==> src/rtl/mem_ctrl_pkg.sv <==
// Shared types and defaults for the shared-memory access controller.
// Imported by the controller top and its round-robin arbiter.
package mem_ctrl_pkg;

    localparam int AW_DEFAULT = 64;
    localparam int DW_DEFAULT = 64;

    typedef enum logic [1:0] {
        IDLE   = 2'd0,
        ACCESS = 2'd1,
        DONE   = 2'd2
    } state_e;

    typedef enum logic {
        REQ_IF = 1'b0,
        REQ_D  = 1'b1
    } req_e;

endpackage

==> src/rtl/mem_rr_arb.sv <==
// Two-way round-robin arbiter: combinational pick between fetch and data,
// plus the register remembering which requester was granted last.
module mem_rr_arb
    import mem_ctrl_pkg::*;
(
    input  logic clk,
    input  logic reset,
    input  logic req_if,
    input  logic req_d,
    input  logic grant_en,
    output logic gnt_valid,
    output logic gnt_d
);

    req_e last_r;
    req_e pick_s;

    // Pick the sole requester, or on a tie the one not granted last.
    always_comb begin
        case ({req_if, req_d})
            2'b10:   pick_s = REQ_IF;
            2'b01:   pick_s = REQ_D;
            2'b11:   pick_s = (last_r == REQ_IF) ? REQ_D : REQ_IF;
            default: pick_s = REQ_IF;
        endcase
    end

    assign gnt_valid = req_if | req_d;
    assign gnt_d     = (pick_s == REQ_D);

    // Remember the winner of every accepted grant.
    always_ff @(posedge clk or negedge reset) begin
        if (!reset) begin
            last_r <= REQ_IF;
        end else if (grant_en && gnt_valid) begin
            last_r <= pick_s;
        end else begin
            last_r <= last_r;
        end
    end

endmodule

==> src/rtl/mem_access_ctrl.sv <==
// Shares one memory port between an instruction-fetch and a data requester,
// with fixed-latency accesses, round-robin arbitration and an overrun flag.
module mem_access_ctrl
    import mem_ctrl_pkg::*;
#(
    parameter int MEM_LAT = 1,
    parameter int AW      = AW_DEFAULT,
    parameter int DW      = DW_DEFAULT
) (
    input  logic          clk,
    input  logic          reset,
    input  logic          if_req,
    input  logic [AW-1:0] if_addr,
    input  logic          d_req,
    input  logic          d_we,
    input  logic [AW-1:0] d_addr,
    input  logic [DW-1:0] d_wdata,
    input  logic [DW-1:0] mem_rdata,
    output logic [AW-1:0] mem_addr,
    output logic          mem_wr,
    output logic [DW-1:0] mem_wdata,
    output logic [DW-1:0] rdata,
    output logic          if_done,
    output logic          d_done,
    output logic          busy,
    output logic          overrun
);

    localparam logic [2:0] CNT_LAST = 3'(MEM_LAT - 1);

    state_e        state_r;
    state_e        state_nxt_s;
    logic [2:0]    cnt_r;
    req_e          gsel_r;
    logic          we_r;
    logic          if_pend_r;
    logic          d_pend_r;
    logic          if_pend_nxt_s;
    logic          d_pend_nxt_s;
    logic          if_inflight_s;
    logic          d_inflight_s;
    logic          if_ovr_s;
    logic          d_ovr_s;
    logic          take_if_s;
    logic          take_d_s;
    logic          last_acc_s;
    logic          gnt_valid_s;
    logic          gnt_d_s;
    req_e          gnt_s;
    logic [AW-1:0] mem_addr_r;
    logic          mem_wr_r;
    logic [DW-1:0] mem_wdata_r;
    logic [DW-1:0] rdata_r;
    logic          if_done_r;
    logic          d_done_r;
    logic          busy_r;
    logic          overrun_r;

    mem_rr_arb u_arb (
        .clk       (clk),
        .reset     (reset),
        .req_if    (if_pend_r),
        .req_d     (d_pend_r),
        .grant_en  (state_r == IDLE),
        .gnt_valid (gnt_valid_s),
        .gnt_d     (gnt_d_s)
    );

    assign gnt_s         = gnt_d_s ? REQ_D : REQ_IF;
    assign if_inflight_s = (state_r != IDLE) && (gsel_r == REQ_IF);
    assign d_inflight_s  = (state_r != IDLE) && (gsel_r == REQ_D);
    assign if_ovr_s      = if_req && (if_pend_r || if_inflight_s);
    assign d_ovr_s       = d_req && (d_pend_r || d_inflight_s);
    assign take_if_s     = (state_r == IDLE) && gnt_valid_s && (gnt_s == REQ_IF);
    assign take_d_s      = (state_r == IDLE) && gnt_valid_s && (gnt_s == REQ_D);
    assign last_acc_s    = (cnt_r == CNT_LAST);

    // Pending bits: a grant clears, an accepted pulse sets, an overrun pulse is dropped.
    always_comb begin
        if (take_if_s) begin
            if_pend_nxt_s = 1'b0;
        end else if (if_req && !if_ovr_s) begin
            if_pend_nxt_s = 1'b1;
        end else begin
            if_pend_nxt_s = if_pend_r;
        end
        if (take_d_s) begin
            d_pend_nxt_s = 1'b0;
        end else if (d_req && !d_ovr_s) begin
            d_pend_nxt_s = 1'b1;
        end else begin
            d_pend_nxt_s = d_pend_r;
        end
    end

    // Next FSM state.
    always_comb begin
        state_nxt_s = state_r;
        case (state_r)
            IDLE: begin
                if (gnt_valid_s) begin
                    state_nxt_s = ACCESS;
                end else begin
                    state_nxt_s = IDLE;
                end
            end
            ACCESS: begin
                if (last_acc_s) begin
                    state_nxt_s = DONE;
                end else begin
                    state_nxt_s = ACCESS;
                end
            end
            DONE:    state_nxt_s = IDLE;
            default: state_nxt_s = IDLE;
        endcase
    end

    // Controller FSM with all outputs registered; busy is computed from next-state values
    // so it tracks the registered state and pending bits in the same cycle.
    always_ff @(posedge clk or negedge reset) begin
        if (!reset) begin
            state_r     <= IDLE;
            cnt_r       <= 3'd0;
            gsel_r      <= REQ_IF;
            we_r        <= 1'b0;
            if_pend_r   <= 1'b0;
            d_pend_r    <= 1'b0;
            mem_addr_r  <= '0;
            mem_wr_r    <= 1'b0;
            mem_wdata_r <= '0;
            rdata_r     <= '0;
            if_done_r   <= 1'b0;
            d_done_r    <= 1'b0;
            busy_r      <= 1'b0;
            overrun_r   <= 1'b0;
        end else begin
            state_r   <= state_nxt_s;
            if_pend_r <= if_pend_nxt_s;
            d_pend_r  <= d_pend_nxt_s;
            busy_r    <= (state_nxt_s != IDLE) || if_pend_nxt_s || d_pend_nxt_s;
            overrun_r <= overrun_r | if_ovr_s | d_ovr_s;
            if_done_r <= 1'b0;
            d_done_r  <= 1'b0;
            mem_wr_r  <= 1'b0;
            case (state_r)
                IDLE: begin
                    if (gnt_valid_s) begin
                        gsel_r <= gnt_s;
                        cnt_r  <= 3'd0;
                        if (gnt_s == REQ_D) begin
                            we_r        <= d_we;
                            mem_addr_r  <= d_addr;
                            mem_wdata_r <= d_we ? d_wdata : '0;
                            mem_wr_r    <= d_we;
                        end else begin
                            we_r        <= 1'b0;
                            mem_addr_r  <= if_addr;
                            mem_wdata_r <= '0;
                        end
                    end
                end
                ACCESS: begin
                    if (last_acc_s) begin
                        mem_addr_r  <= '0;
                        mem_wdata_r <= '0;
                        if (!we_r) begin
                            rdata_r <= mem_rdata;
                        end
                        if_done_r <= (gsel_r == REQ_IF);
                        d_done_r  <= (gsel_r == REQ_D);
                    end else begin
                        cnt_r <= cnt_r + 3'd1;
                    end
                end
                DONE: begin
                    mem_addr_r  <= '0;
                    mem_wdata_r <= '0;
                end
                default: begin
                    mem_addr_r  <= '0;
                    mem_wdata_r <= '0;
                end
            endcase
        end
    end

    assign mem_addr  = mem_addr_r;
    assign mem_wr    = mem_wr_r;
    assign mem_wdata = mem_wdata_r;
    assign rdata     = rdata_r;
    assign if_done   = if_done_r;
    assign d_done    = d_done_r;
    assign busy      = busy_r;
    assign overrun   = overrun_r;

endmodule

==> config.mk <==
export PLATFORM = sky130hd
export DESIGN_NAME = mem_access_ctrl
export DESIGN_NICKNAME = d
export VERILOG_FILES = /design/src/rtl/mem_ctrl_pkg.sv /design/src/rtl/mem_rr_arb.sv /design/src/rtl/mem_access_ctrl.sv
export SDC_FILE = /design/constraint.sdc
export NUM_CORES = 1
export LEC_CHECK = 0
export ABC_AREA = 1
export CAP_MARGIN = 25
export CELL_PAD_IN_SITES_DETAIL_PLACEMENT = 0
export CELL_PAD_IN_SITES_GLOBAL_PLACEMENT = 1
export CORE_MARGIN = 5
export CORE_UTILIZATION = 25
export DETAILED_ROUTE_END_ITERATION = 7
export GPL_ROUTABILITY_DRIVEN = 0
export PLACE_DENSITY = 0.85
export RECOVER_POWER = 100
export SLEW_MARGIN = 20
export SYNTH_ARGS = -nofsm -noshare
export SYNTH_HDL_FRONTEND = slang
export SYNTH_HIERARCHICAL = 1
export SYNTH_SLANG_ARGS = --single-unit
export TNS_END_PERCENT = 30
==> constraint.sdc <==
create_clock -name clk -period 1.78 [get_ports clk]
set_clock_uncertainty 0.2 [all_clocks]
set_input_delay 0.178 -clock clk [delete_from_list [all_inputs] [get_ports clk]]
set_output_delay 0.178 -clock clk [all_outputs]
set_load 0.005 [all_outputs]
==> impl_metrics.py, run 1 <==
metrics = {
    "floorplan": {
        "start_util_pct": 25.3,
        "fp-row-count": 69,
        "die_x_um": 200,
        "die_y_um": 200,
        "dieArea_um2": 39800,
        "ioPinCount": 458,
        "core_area_um2": 35500,
    },
    "drt": {
        "drc": 0,
        "routed_wirelength_um": 38800,
        "routedWlPerCell_um": 18.3,
        "ant_nets": 0,
        "route.vias.total": 9658,
        "first_pass_iters": 5,
        "first_iter_violations": 416,
        "via_per_inst": 4.56,
    },
    "yosys": {
        "syn_nets": 1318,
        "synth_seq_cells": 207,
        "synth.distinct_cells": 23,
        "avgSynthCellArea_um2": 8.52,
        "synthTopCellsByCount": "nand2_1, dfrtp_1, o21ai_0",
        "ys_seq_area_share_pct": 57.7,
        "synth_cells": 1055,
        "async_flop_share_pct": 100,
        "synthFlopType": "dfrtp_1",
        "yosys_warnings": 6,
        "synth_area_leaders": "dfrtp_1, nand2_1, o21ai_0",
        "synth_area_um2": 8980,
        "synth_top_cell_by_area": "dfrtp_1",
        "synth_edf_count": 0,
        "synth.most_common_cell": "nand2_1",
        "synth_top_area_share_pct": 57.7,
    },
    "sta": {
        "maxSlewViolCount": 0,
        "worst_slew_pin_slew_ns": 0.465,
        "finalHoldViolCount": 0,
        "finalSetupViolCount": 14,
        "max_clock_freq_mhz": 554,
        "relSlewSlack_pct": 69.0,
        "finalCritPeriodShare_pct": 101,
        "fin_ws_ns": -0.0240,
        "rsz0062_at_grt": "yes",
        "layout_min_cycle_time_ns": 1.80,
    },
    "power_and_ir_drop": {
        "vdd_drop_max_mv": 0.820,
        "combPwrFrac_pct": 53.3,
        "p_sw_mw": 10.6,
        "switching_share_pct": 39.6,
        "power_frac_clock_pct": 18.7,
        "p_per_area_nw_per_um2": 1590,
        "total_power_mw": 26.8,
        "p_seq_share_pct": 28.0,
        "p_leak_nw": 8.18,
        "internal-power_mw": 16.2,
    },
    "clocking": {
        "cts-root-buf": "clkbuf_16",
        "cts_sinks": 207,
        "clockBufferDepth": 3,
        "tritoncts": "yes",
        "cts_buffers": 25,
        "clk_pin_slew_ns": 0.06,
        "clk_latency_ns": 0.53,
        "h-tree-depth": 1,
    },
    "worst_setup_path": {
        "startpoint": "cnt_r[0]",
        "ff2ff_setup_slack_ns": -0.02,
        "crit_fanout": 8,
        "crit_required_ns": 1.99,
        "criticalPathCategory": "flip-flop to flip-flop",
        "cp-start-kind": "flip-flop",
        "crit_path_end_kind": "flip-flop",
        "critPathArrivalTime_ns": 2.01,
        "rr_startpoint": "cnt_r[0]",
    },
    "place": {
        "place_ws_ns": -0.160,
        "hpwl_um": 24400,
        "io_buffers": 457,
    },
    "cells_and_area": {
        "syn2layout_area_growth_pct": 87.4,
        "n_fill_cell": 3317,
        "drive_gt1_share_pct": 12.1,
        "final-seq-area_um2": 5180,
        "num-nets-final": 1900,
        "multi_input_area_um2": 3510,
        "final_util_pct": 47.4,
    },
    "run": {
        "drv_cap": 0,
    },
    "hold_path": {
        "hp-class": "input port to flip-flop",
        "hold_path_startpoint": "d_wdata[45]",
    },
    "status": {
        "failed_checks": "setup timing",
        "status": "finished, violations left",
    },
    "global_route": {
        "grt_max_degree": 65,
        "grt_pass1_vias": 9136,
        "antenna_found_initial": 2,
        "grt_usage_pct": 15.9,
        "grt_pass1_wl_um": 50900,
        "grt.overflow.total": 0,
    },
}
per-layer routing:
layer	wire length, um	track usage, %	up-vias
li1	-	-	4582
met1	15400	20.1	4642
met2	19300	27.4	362
met3	3010	3.54	70
met4	1040	4.38	2
met5	13	0	-
cell families after synthesis:
family	synth area share, %
flip-flops	57.7
AND/OR/NAND/NOR	21.8
adder cells (fa/ha/maj)	0.279
XOR/XNOR	0.0975
buffers and inverters	7.23
AO/OA/AOI/OAI	13.0
critical path, cell delays in order, from the launching register on:
cell and delay [ns]:
dfrtp_1 0.40, inv_2 0.09, ha_4 0.13, nand2_4 0.05, buf_6 0.11, nor2_4 0.23
nand2_8 0.14, clkbuf_16 0.20, nand2_1 0.06, nand2_1 0.07
repair_timing:
item,CTS,global route
buffers inserted,3,9
pin swaps,0,39
endpoints found under the hold margin,287,0
cloned,1,29
resized for setup,198,167
hold buffers,82,0
endpoints found under the setup margin,227,211
worst paths after layout:
check | to | cells past startpoint
setup reg to reg | rdata[47] | 9
hold / removal | mem_wdata[45] | 3
max in group asynchronous | rdata[24] | 4
setup / recovery | rdata[47] | 9
hold reg to reg | if_done | 1
min in group asynchronous | rdata[16] | 3
final cells by class:
| class | count | area share (%) |
|---|---|---|
| Clock inverter | 9 | 0.483 |
| Inverter | 78 | 1.74 |
| Clock buffer | 35 | 4.24 |
| Timing Repair Buffer | 628 | 38.5 |
| Sequential cell | 207 | 30.8 |
| Tap cell | 461 | 3.43 |
| Multi-Input combinational cell | 697 | 20.8 |
| Antenna cell | 1 | 0.0149 |
sequential cells by signal, indices dropped and copies added, names as in the netlist:
name and flops:
d_done 1, state_r 2, rdata 64, mem_addr 64, d_pend_r 1, if_done 1, busy 1, mem_wdata 64
if_pend_r 1, u_arb/last_r 1, cnt_r 3, we_r 1, gsel_r 1, overrun 1, mem_wr 1
layout by cell type (no fill, tap or decap), types with 3 or more instances in the layout:
master,n
nand2_1,378
clkdlybuf4s50_1,259
dfrtp_1,206
dlygate4sd2_1,182
dlygate4sd3_1,82
o21ai_1,81
inv_1,73
o211ai_1,64
nand3_1,55
o21ai_0,41
clkbuf_16,40
buf_6,26
nand2_2,22
buf_4,20
clkdlybuf4s25_1,15
nand2_4,12
nand3_2,12
o21ai_2,11
buf_12,8
clkbuf_8,7
clkbuf_1,7
buf_16,7
buf_8,6
inv_2,5
nor2_1,5
clkinv_2,5
nand2_8,3
clkbuf_2,3
power by group through the flow:
stage,logic [mW],clock network (mW),registers (mW)
4_1_cts,11.2,5.17,7.44
2_1_floorplan,5.25,0,7.60
3_3_place_gp,11.7,0,7.50
6_report,14.3,5.03,7.50
3_5_place_dp,11.9,0,7.55
5_1_grt,15.5,5.35,7.71
per-stage QoR:
step	area, um2	setup TNS, ns	instances	hold WS (ns)
3_3_place_gp	14400	-2.58	1947	-0.0200
6_report	16800	-0.149	2116	0.0135
2_1_floorplan	8980	-0.824	1055	-0.318
4_1_cts	15900	-0.644	2077	0.0000728
5_1_grt	16800	-7.72	2116	0.00335
3_5_place_dp	14400	-3.34	1947	-0.0158
Note: power is estimated with default switching activity, not from simulation.
==> run 2: changes to the inputs <==
--- a/config.mk
+++ b/config.mk
@@ -9,10 +9,12 @@
 export CAP_MARGIN = 25
 export CELL_PAD_IN_SITES_DETAIL_PLACEMENT = 0
 export CELL_PAD_IN_SITES_GLOBAL_PLACEMENT = 1
+export CORE_ASPECT_RATIO = 0.7
 export CORE_MARGIN = 5
 export CORE_UTILIZATION = 25
 export DETAILED_ROUTE_END_ITERATION = 7
 export GPL_ROUTABILITY_DRIVEN = 0
+export HOLD_SLACK_MARGIN = 0.08
 export PLACE_DENSITY = 0.85
 export RECOVER_POWER = 100
 export SLEW_MARGIN = 20
==> run 2 against run 1 <==
  * The flow still finishes with violations (setup timing)
  * Critical path depth did not move
  * Final area rose by 0.97%
  * First-iteration DRC count rose by 27%
  * Sequential cell count did not move
  * Wire length fell by 3.2%
  * Via count rose by 0.36%
  * Setup slack improved by 0.0046 ns
  * Non-clock buffer count rose by 51
  * Maximum frequency rose by 0.25%
==> impl_metrics.py, run 2 (synthesized netlist as in run 1, its figures left out) <==
metrics = {
    "global_route": {
        "met1_usage_pct": 21.0,
        "grt_usage_pct": 17.2,
        "grt_use_met2_pct": 29.5,
        "grt_max_degree": 79,
        "grt_pass1_vias": 9997,
        "grtUsageMet3_pct": 4.17,
        "antenna_found_initial": 1,
        "grt_pass1_wl_um": 56200,
        "grt.overflow.total": 0,
        "top_usage_layer": "met2",
    },
    "power_and_ir_drop": {
        "p_leak_nw": 8.27,
        "p_seq_share_pct": 29.7,
        "switching_share_pct": 38.6,
        "p_sw_mw": 9.73,
        "p_per_area_nw_per_um2": 1480,
        "vdd_drop_max_mv": 1.04,
        "power_frac_clock_pct": 21.5,
        "total_power_mw": 25.2,
        "internal-power_mw": 15.5,
        "combPwrFrac_pct": 48.8,
    },
    "status": {
        "failed_checks": "setup timing",
        "status": "finished, violations left",
    },
    "cells_and_area": {
        "num-nets-final": 1947,
        "syn2layout_area_growth_pct": 89.2,
        "final-seq-area_um2": 5180,
        "n_fill_cell": 3345,
        "drive_gt1_share_pct": 7.46,
        "final_area_um2": 17000,
        "final_cell_mix": "nand2_1, clkdlybuf4s50_1, dfrtp_1",
        "multi_input_area_um2": 3240,
        "layout_commonest_cell": "nand2_1",
    },
    "drt": {
        "first_pass_iters": 5,
        "drc": 0,
        "route.vias.total": 9693,
        "routedWlPerCell_um": 17.2,
        "ant_nets": 0,
        "via_per_inst": 4.44,
        "routed_wirelength_um": 37500,
        "first_iter_violations": 529,
    },
    "clocking": {
        "clockBufferDepth": 3,
        "h-tree-depth": 1,
        "cts_buffers": 24,
        "cts_sinks": 207,
        "tritoncts": "yes",
        "clk_latency_ns": 0.54,
        "clk_pin_slew_ns": 0.06,
        "cts-root-buf": "clkbuf_16",
    },
    "sta": {
        "relSlewSlack_pct": 68.0,
        "layout_min_cycle_time_ns": 1.80,
        "hold_ws_ns": 0.101,
        "maxSlewViolCount": 0,
        "finalHoldViolCount": 0,
        "fin_tns_setup_ns": -0.0726,
        "max_clock_freq_mhz": 556,
        "fin_ws_ns": -0.0194,
        "rsz0062_at_grt": "yes",
        "worst_slew_pin_slew_ns": 0.479,
        "finalSetupViolCount": 10,
        "finalCritPeriodShare_pct": 101,
    },
    "place": {
        "place_ws_ns": -0.173,
        "post_dp_cell_area_um2": 14300,
        "hpwl_um": 23500,
        "io_buffers": 457,
    },
    "worst_setup_path": {
        "crit_fanout": 22,
        "cp-start-kind": "flip-flop",
        "critPathArrivalTime_ns": 2.01,
        "crit_path_end_kind": "flip-flop",
        "crit_required_ns": 1.99,
        "criticalPathCategory": "flip-flop to flip-flop",
    },
    "floorplan": {
        "dieArea_um2": 39900,
        "core_area_um2": 35700,
        "fp-row-count": 58,
        "ioPinCount": 458,
        "start_util_pct": 25.2,
        "die_y_um": 169,
        "die_x_um": 237,
    },
    "hold_path": {
        "hp-class": "input port to flip-flop",
    },
    "run": {
        "drv_cap": 0,
    },
}
==> run 2: changes by cell type in the layout (fill, tap and decap cells not counted), moves of 21 or more <==
cell / change
o21ai_1: -21
nand2_1: +24
dlygate4sd3_1: +79
o21ai_0: +30
buf_6: -22
==> run 2: worst max-delay path: stages, from the launching register on <==
cell and delay, ns:
dfrtp_1 0.39, inv_2 0.07, ha_1 0.16, nand2_2 0.07
buf_4 0.14, nor2_4 0.19, nand2_4 0.12, clkbuf_16 0.21
nand2_1 0.08, nand2_1 0.05
==> run 2: through the flow <==
step	util, %	std cells
6_report	47.6	2183
4_1_cts	47.0	2172
3_3_place_gp	39.9	1950
2_1_floorplan	-	1055
3_5_place_dp	39.9	1950
5_1_grt	47.6	2183
==> run 2: repair_timing <==
item | 4_1_cts | 5_1_grt
hold buffers | 161 | 0
pin swaps | 3 | 23
endpoints found under the hold margin | 359 | 0
cloned | 4 | 8
resized for setup | 217 | 47
buffers inserted | 13 | 4
setup endpoints to repair | 323 | 185
==> run 2: metal layers <==
layer	vias to the layer above	share of wire, %
met4	0	4.3
met3	91	6.4
met2	348	48
met5	-	0
li1	4655	-
met1	4599	41
==> run 2: worst paths after layout <==
check                                from       endpoint  slack (ns)  cells after the start
worst min register to register     gsel_r        if_done        0.24                      1
min in group asynchronous           reset  mem_wdata[16]        0.54                      3
worst max-delay path             cnt_r[0]      rdata[35]       -0.02                      9
worst max register to register   cnt_r[0]      rdata[35]       -0.02                      9
worst min-delay path            d_addr[3]    mem_addr[3]        0.10                      5
max in group asynchronous           reset  mem_wdata[20]        0.14                      4
==> run 2: cell type report <==
type	instances	area share [%]
Sequential cell	207	30.5
Antenna cell	1	0.0147
Timing Repair Buffer	679	40.0
Multi-Input combinational cell	694	19.1
Tap cell	480	3.53
Inverter	78	1.72
Clock buffer	36	4.27
Clock inverter	8	0.891
==> run 2: power groups by stage <==
stage	Clock [mW]	Sequential [mW]	Combinational, mW
2_1_floorplan	0	7.60	5.25
3_3_place_gp	0	7.51	11.3
3_5_place_dp	0	7.57	11.4
4_1_cts	5.62	7.45	11.6
5_1_grt	5.80	7.68	13.6
6_report	5.43	7.48	12.3
